[config.mk]
export PLATFORM = sky130hd
export DESIGN_NAME = dmi_reg_bridge
export DESIGN_NICKNAME = d
export VERILOG_FILES = /design/src/rtl/dm_pkg.sv /design/src/rtl/dmi_reg_bridge.sv
export SDC_FILE = /design/constraint.sdc
export NUM_CORES = 1
export LEC_CHECK = 0
export CAP_MARGIN = 25
export CORE_MARGIN = 2
export CORE_UTILIZATION = 48
export CTS_BUF_LIST = sky130_fd_sc_hd__clkbuf_8
export DETAILED_ROUTE_END_ITERATION = 10
export PLACE_DENSITY = 0.88
export RECOVER_POWER = 25
export SLEW_MARGIN = 20
export SYNTH_ARGS = -nofsm -noshare
export SYNTH_HDL_FRONTEND = slang
export SYNTH_SLANG_ARGS = --single-unit
[constraint.sdc]
create_clock -name clk_i -period 4.2 [get_ports clk_i]
set_input_delay 0.42 -clock clk_i [delete_from_list [all_inputs] [get_ports clk_i]]
set_output_delay 0.42 -clock clk_i [all_outputs]
set_load 0.02 [all_outputs]
[src/rtl/dm_pkg.sv]
// DMI request/response payload types shared between the DTM and the debug-module side.
package dm_pkg;

  localparam int unsigned AddrW = 7;
  localparam int unsigned DataW = 32;

  typedef struct packed {
    logic [AddrW-1:0] addr;
    logic [DataW-1:0] data;
    logic [1:0]       op;
  } dmi_req_t;

  typedef struct packed {
    logic [DataW-1:0] data;
    logic [1:0]       resp;
  } dmi_resp_t;

  localparam logic [1:0] DmiOpNop       = 2'd0;
  localparam logic [1:0] DmiOpRead      = 2'd1;
  localparam logic [1:0] DmiOpWrite     = 2'd2;
  localparam logic [1:0] DmiRespSuccess = 2'd0;
  localparam logic [1:0] DmiRespErr     = 2'd2;

endpackage

[src/rtl/dmi_reg_bridge.sv]
// Turns DMI requests into single-outstanding register-bus accesses with a timeout.
// Optional macro DMI_REG_BRIDGE_ADDR_CHECK_EN rejects READ/WRITE above MaxAddr without a bus access.
module dmi_reg_bridge #(
  parameter logic [15:0] TimeoutCycles = 16'd256,
  parameter logic [6:0]  MaxAddr       = 7'h5F
) (
  input  logic              clk_i,
  input  logic              rst_ni,
  input  dm_pkg::dmi_req_t  dmi_req_i,
  input  logic              dmi_req_valid_i,
  output logic              dmi_req_ready_o,
  output dm_pkg::dmi_resp_t dmi_resp_o,
  output logic              dmi_resp_valid_o,
  input  logic              dmi_resp_ready_i,
  output logic              reg_req_o,
  output logic              reg_we_o,
  output logic [6:0]        reg_addr_o,
  output logic [31:0]       reg_wdata_o,
  input  logic              reg_ack_i,
  input  logic [31:0]       reg_rdata_i,
  input  logic              reg_err_i
);

  typedef enum logic [1:0] {Idle, Access, Resp} state_e;

  state_e      state;
  logic [15:0] cnt;
  logic        accept;
  logic        is_rw;
  logic        addr_bad;
  logic        timeout;

  // Ready is the only combinational output: accept is possible in Idle only.
  assign dmi_req_ready_o = (state == Idle);
  assign accept          = dmi_req_valid_i & dmi_req_ready_o;
  assign is_rw           = (dmi_req_i.op == dm_pkg::DmiOpRead) || (dmi_req_i.op == dm_pkg::DmiOpWrite);
  assign timeout         = (TimeoutCycles != 16'd0) && (cnt == TimeoutCycles - 16'd1);

`ifdef DMI_REG_BRIDGE_ADDR_CHECK_EN
  assign addr_bad = (dmi_req_i.addr > MaxAddr);
`else
  logic unused_max_addr;
  assign unused_max_addr = ^MaxAddr;
  assign addr_bad        = 1'b0;
`endif

  always_ff @(posedge clk_i or negedge rst_ni) begin
    if (!rst_ni) begin
      state            <= Idle;
      cnt              <= 16'd0;
      reg_req_o        <= 1'b0;
      reg_we_o         <= 1'b0;
      reg_addr_o       <= 7'd0;
      reg_wdata_o      <= 32'd0;
      dmi_resp_valid_o <= 1'b0;
      dmi_resp_o       <= '0;
    end else begin
      case (state)
        Idle: begin
          if (accept) begin
            reg_addr_o  <= dmi_req_i.addr;
            reg_wdata_o <= dmi_req_i.data;
            reg_we_o    <= (dmi_req_i.op == dm_pkg::DmiOpWrite);
            cnt         <= 16'd0;
            if (is_rw && !addr_bad) begin
              state     <= Access;
              reg_req_o <= 1'b1;
            end else begin
              // NOP succeeds; reserved op or out-of-range address errors without touching the bus.
              state              <= Resp;
              dmi_resp_valid_o   <= 1'b1;
              dmi_resp_o.data    <= 32'd0;
              dmi_resp_o.resp    <= (dmi_req_i.op == dm_pkg::DmiOpNop) ?
                                    dm_pkg::DmiRespSuccess : dm_pkg::DmiRespErr;
            end
          end
        end
        Access: begin
          // An ack in the timeout cycle still completes the access normally.
          if (reg_ack_i) begin
            state            <= Resp;
            reg_req_o        <= 1'b0;
            dmi_resp_valid_o <= 1'b1;
            dmi_resp_o.data  <= (reg_err_i || reg_we_o) ? 32'd0 : reg_rdata_i;
            dmi_resp_o.resp  <= reg_err_i ? dm_pkg::DmiRespErr : dm_pkg::DmiRespSuccess;
          end else if (timeout) begin
            state            <= Resp;
            reg_req_o        <= 1'b0;
            dmi_resp_valid_o <= 1'b1;
            dmi_resp_o.data  <= 32'd0;
            dmi_resp_o.resp  <= dm_pkg::DmiRespErr;
          end else begin
            cnt <= cnt + 16'd1;
          end
        end
        Resp: begin
          if (dmi_resp_ready_i) begin
            state            <= Idle;
            dmi_resp_valid_o <= 1'b0;
          end
        end
        default: begin
          state <= Idle;
        end
      endcase
    end
  end

endmodule

# Word level (Yosys, flattened, before mapping)
# Cells that the tools add are included.
# W data, S select, Z words.
[totals] regBits=94 inputBits=79 wordCells=64 output_inout_bits=77
[classes] muxes=29 eq_ne=12 n_addsub=1 reduce_logical=12 n_bitwise=1
[ops] op="$mux W34" n=4
[ops] op="$pmux W34 S2" n=1
[ops] op="$mux W16" n=3
[ops] op="$mux W32" n=1
[ops] op="$pmux W16 S2" n=1
[ops] op="$add A16 B1 Y16 const B" n=1
[ops] op="$eq A16 B8 Y1 const B" n=1
[ops] op="$mux W2" n=7
[ops] op="$reduce_and A4 Y1" n=3
[ops] op="$mux W1" n=9
[ops] op="$ne A2 B2 Y1 const B" n=4
[ops] op="$pmux W2 S3" n=1
[ops] op="$reduce_and A5 Y1" n=1
[ops] op="$eq A2 B1 Y1 const B" n=2
[ops] op="$eq A2 B2 Y1 const B" n=2
[ops] op="$logic_not A2 Y1" n=2
[ops] op="$ne A2 B1 Y1 const B" n=2
[ops] op="$ne A3 B3 Y1 const B" n=1
[ops] op="$pmux W1 S3" n=1
[ops] op="$reduce_and A3 Y1" n=1
[ops] op="$reduce_bool A3 Y1" n=1
[ops] op="$logic_or A1 B1 Y1" n=2
[ops] op="$pmux W1 S2" n=1
[ops] op="$reduce_and A2 Y1" n=1
[ops] op="other kinds (2)" n=2

# Logic depth before layout (Yosys ltp)
[logic_depth] ltp_word=5 mapped_depth=7 mapped_depth_nobuf=6

# Worst setup path before layout
# Ideal clock, no wire load.
[synth_path] path_type="reg-to-reg" start="register cnt[9]" end="register cnt[1]" setup_slack_ns=2.203 setup_ns=0.120 n_path_buf=1 stages_incl_launch_ff=6 required_time_ns=4.080 t_arrival_ns=1.877 path_cell_list="dfrtp_1 > or4_4 > or4_4 > buf_6 > and3_4 > a31o_1"
[synth_via] elab_chain_cells=3
[synth_lines] element="start, declared" line="dmi_reg_bridge.sv:27" text="logic [15:0] cnt;"
[synth_lines] element="start signal, assigned" line="dmi_reg_bridge.sv:93" text="cnt <= cnt + 16'd1;"
[synth_lines] element="$eq A16 B8 Y1" line="dmi_reg_bridge.sv:37" text="assign timeout = (TimeoutCycles != 16'd0) && (cnt == TimeoutCycles - 16'd1);"
[synth_lines] element="$ne A2 B2 Y1 (no source line)"
[synth_lines] element="$reduce_and A4 Y1 (no source line)"
# No other way between the ends.
# A chain may end at the register's enable or synchronous reset.

# Final worst setup path
[layout_path] start="register cnt[0]" end="register dmi_resp_o[7] (netlist bit)"
[layout_via] elab_chain_cells=3
[layout_lines] element="$eq A16 B8 Y1" line="dmi_reg_bridge.sv:37"
[layout_lines] element="$ne A3 B3 Y1 (no source line)"
[layout_lines] element="$reduce_and A4 Y1 (no source line)"
[layout_lines] element="end, declared" line="dmi_reg_bridge.sv:12" text="output dm_pkg::dmi_resp_t dmi_resp_o,"
# No other way between the ends.

==> run_results.csv <==
group,metric,value,unit
detailed_routing,via_count,3320,
floorplan,floorplan.initialDensity,49.66,%
setup_path,worstPathRequired,4.44,ns
cells_and_area,n_antenna_cell,0,
yosys,post-synth-top-area-fraction,60.65,%
yosys,synth_xor_xnor_area_share,1.141,%
sta,worst_pin_slew,1.999,ns
pwr,power_per_cell_area,671.6,mW/mm^2
yosys,synth.mux.area_fraction,0.5217,%
yosys,ys_ff_latch,93,
outcome,status,"complete, but fails checks",
placement,gp_congestion,0.8169,
placement,detailedPlacementHpwl,7019,microns
job,cap_violations,1,
setup_path,rrSetupSlack,1.93,ns
yosys,synth_nets,454,
yosys,post_synth_inst_count,372,
setup_path,timing.rr.end,"dmi_resp_o[7]",
clock_network,post_cts_resized,0,
cells_and_area,syn_to_final_growth,49.53,%
sta,timing.final.crit_share,53.96,%
global_routing,grt_max_degree,58,
yosys,synth_adder_area_share,0.9782,%
floorplan,core_area,0.007727,sq mm
cells_and_area,fin_area,0.005738,sq mm
clock_network,clkSlewWorstSetupHoldPaths,0.09,ns
worst_hold_path,min_delay_path_depth,2,
yosys,cell_area_after_technology_mapping,0.003837,sq mm
sta,max_freq,0.4412,GHz
clock_network,cts_hold_repair.buffers,0,
sta,slew_headroom,-33.24,%
placement,placedCellCount,609,
setup_path,reg2reg_depth,6,
yosys,mean_syn_cell_area,10.32,sq um
clock_network,cts.sink_count,93,
placement,post_place_cell_area,0.005468,sq mm
yosys,cell_type_contributing_the_most_total_cell_area_after_synthesis,"sky130_fd_sc_hd__dfrtp_1",
clock_network,cts_inserted_buffers,9,
setup_path,crit_path_max_fanout,32,
yosys,yosysSeqAreaShare,60.65,%
yosys,synth_compound_area_share,12.29,%
sta,finalHoldViolations,0,
floorplan,fp.dieArea,0.008725,sq mm
floorplan,die_w,93.41,microns
clock_network,clk_latency,0.36,ns
pwr,power_leakage,0.002632,uW
global_routing,track_usage,23.75,%
detailed_routing,dr.pass1.iters,4,
global_routing,grt_antenna_before_repair,0,
floorplan,floorplan.rows,32,
setup_path,cp.arrival,2.51,ns
detailed_routing,drtIter0Drc,264,
pwr,switching_power,1412,uW
clock_network,cts_max_path_buffers,2,
pwr,seq_power_share,37.0,%
setup_path,worstSetupEndpointType,"flip-flop",
placement,io_buffer_count,154,
sta,tns,0,ns
detailed_routing,antenna_left,0,
yosys,synth-edff-count,0,
cells_and_area,finalNetCount,601,
pwr,swShare,36.65,%
floorplan,io_pins,156,
worst_hold_path,hold_class,"reg -> reg",
setup_path,worst_reg2reg_startpoint,"cnt[0]",
outcome,failed_checks,"max-capacitance violations, max-slew violations",
clock_network,cts_setup_buffers,0,
pwr,power.internal,2441,uW
detailed_routing,wl_per_cell,16.11,microns
global_routing,grt_pass1_wl,16340,microns
yosys,yosys_most_used_dff,"sky130_fd_sc_hd__dfrtp_1",
clock_network,cts.htree.levels,3,
cells_and_area,final_standard_cell_count_with_taps_included_and_fillers_excluded,626,
sta,hold-worst-slack,0.4848,ns
yosys,top_post_synthesis_cells_by_area,"sky130_fd_sc_hd__dfrtp_1 (61%), sky130_fd_sc_hd__nand2_1 (13%), sky130_fd_sc_hd__a22o_1 (7.3%), sky130_fd_sc_hd__clkbuf_1 (1.3%), sky130_fd_sc_hd__xnor2_1 (1.1%)",
sta,fin_crit,2.266,ns
pwr,combPwrFrac,43.9,%
yosys,ys_async_sr_fraction,100.0,%
detailed_routing,post-route-drc-count,0,
setup_path,worst-setup-path-type,"reg -> reg",
pwr,vdd_drop_max,0.3594,mV
setup_path,critical_path.startpoint_type,"flip-flop",
floorplan,fp.dieH,93.41,microns
pwr,clkPwrFrac,19.1,%
yosys,synth.yosys.warnings,0,
yosys,synthSimpleGateAreaFrac,21.16,%
global_routing,first_global_vias,3316,
worst_hold_path,holdPathEnd,"reg_wdata_o[9]",
cells_and_area,n_fill_cell,540,
cells_and_area,layout.core_utilization,74.26,%
detailed_routing,via_per_inst,5.304,
sta,finalClockSkew,0.01312,ns
worst_hold_path,hold_path_startpoint,"reg_wdata_o[9]",
cells_and_area,layout-drive-gt1-share,6.107,%
clock_network,root_buf_cell,"sky130_fd_sc_hd__clkbuf_8",
yosys,netlist_cell_types,44,
sta,grt_setup_unrepaired,"false",
global_routing,total_overflow_reported_by_the_global_router,0,
sta,slew_violations,37,
sta,finalSetupViolCount,0,
clock_network,tritoncts_clock_tree,"yes",
yosys,dominant_combinational_cell_family_by_area_after_synthesis,"simple AND/OR/NAND/NOR gates",
detailed_routing,wirelength,10080,microns
## power by group through the flow
stage	combinational, uW	clock, uW	sequential [uW]
final	1690	736	1430
after global routing	1820	785	1470
after CTS	1700	745	1430
after detailed placement	1690	0	1430
after global placement	1640	0	1430
after floorplan	474	0	1780
## how the worst max path moves through the flow
stage,slack (ns),start,cells after the start,to
after CTS,1.76,dmi_req_valid_i,6,dmi_resp_o[7]
after floorplan,2.20,cnt[9],5,cnt[1]
final,1.93,cnt[0],6,dmi_resp_o[7]
after global routing,1.79,cnt[0],6,dmi_resp_o[7]
after detailed placement,1.38,dmi_req_valid_i,6,dmi_resp_o[17]
after global placement,1.47,dmi_req_valid_i,6,dmi_resp_o[10]
## cell type report
class,count,area (sq um),area share [%]
inverters,6,22.52,0.3925
flip-flops and latches,93,2327,40.56
well taps,102,127.6,2.224
clock buffers,10,137.6,2.399
multi-input cells,251,1409,24.55
repair buffers,158,1598,27.85
clock inverters,6,116.4,2.028
## layer usage
metal / up-vias / routed length, microns / global-route usage, %
li1: 1564 / - / -
met1: 1602 / 4309 / 30.84
met2: 141 / 4717 / 38.37
met3: 13 / 933 / 7.494
met5: - / 0 / 0
met4: 0 / 122 / 6.985
## layout by cell type (no fill, tap or decap), drive strengths merged, types with 3 or more instances in the layout
cell / Yosys / routed
o31ai: 4 / 4
nand3: 5 / 5
inv: 6 / 8
or3: 6 / 6
clkbuf: 13 / 11
nand4: 4 / 4
nand2b: 4 / 4
bufinv: 0 / 3
dfrtp: 93 / 93
ha: 3 / 3
o21ai: 5 / 5
a22o: 32 / 32
nor3: 3 / 3
nand2: 131 / 131
a21oi: 7 / 7
xnor2: 5 / 5
buf: 9 / 4
or4: 3 / 3
nor4: 5 / 5
a31o: 3 / 3
clkdlybuf4s50: 0 / 153
nor2: 10 / 10
## kinds of logic (layout without fill, tap and decap cells)
logic type,after synthesis,count (layout)
other cells,1,1
compound gates,60,60
simple gates,180,180
buf+inv,28,180
flops,93,93
xor+xnor,5,5
fa+ha+maj,3,3
mux,2,2
## cell usage after synthesis (all sizes together) (2+ instances only)
cell	n
o311ai	2
nor4	5
inv	6
ha	3
nor2	10
a31o	3
nand2	131
o221ai	2
xnor2	5
o31ai	4
nor2b	2
or3b	2
buf	9
clkbuf	13
nand3	5
dfrtp	93
a21oi	7
nor3	3
o21ai	5
mux2i	2
or3	6
a22o	32
or4	3
nand4	4
nand2b	4
## registers in the layout (all words and copies together) (netlist names)
| name | count |
|---|---|
| state | 2 |
| reg_wdata_o | 32 |
| reg_req_o | 1 |
| reg_addr_o | 7 |
| reg_we_o | 1 |
| dmi_resp_o | 33 |
| cnt | 16 |
| dmi_resp_valid_o | 1 |
## critical path: stages (launching register included)
cell and delay [ns]:
sky130_fd_sc_hd__dfrtp_1 0.43, sky130_fd_sc_hd__ha_1 0.20, sky130_fd_sc_hd__nand3_1 0.30, sky130_fd_sc_hd__nor4_4 0.63
sky130_fd_sc_hd__o31ai_4 0.11, sky130_fd_sc_hd__buf_4 0.26, sky130_fd_sc_hd__a22o_1 0.22
## through the flow
stage / total power, uW / setup slack [ns]
3_3_place_gp: 3068 / 1.465
5_1_grt: 4071 / 1.787
4_1_cts: 3867 / 1.762
6_report: 3854 / 1.934
2_1_floorplan: 2251 / 2.203
3_5_place_dp: 3123 / 1.378
(Power assumes the default switching activity.)
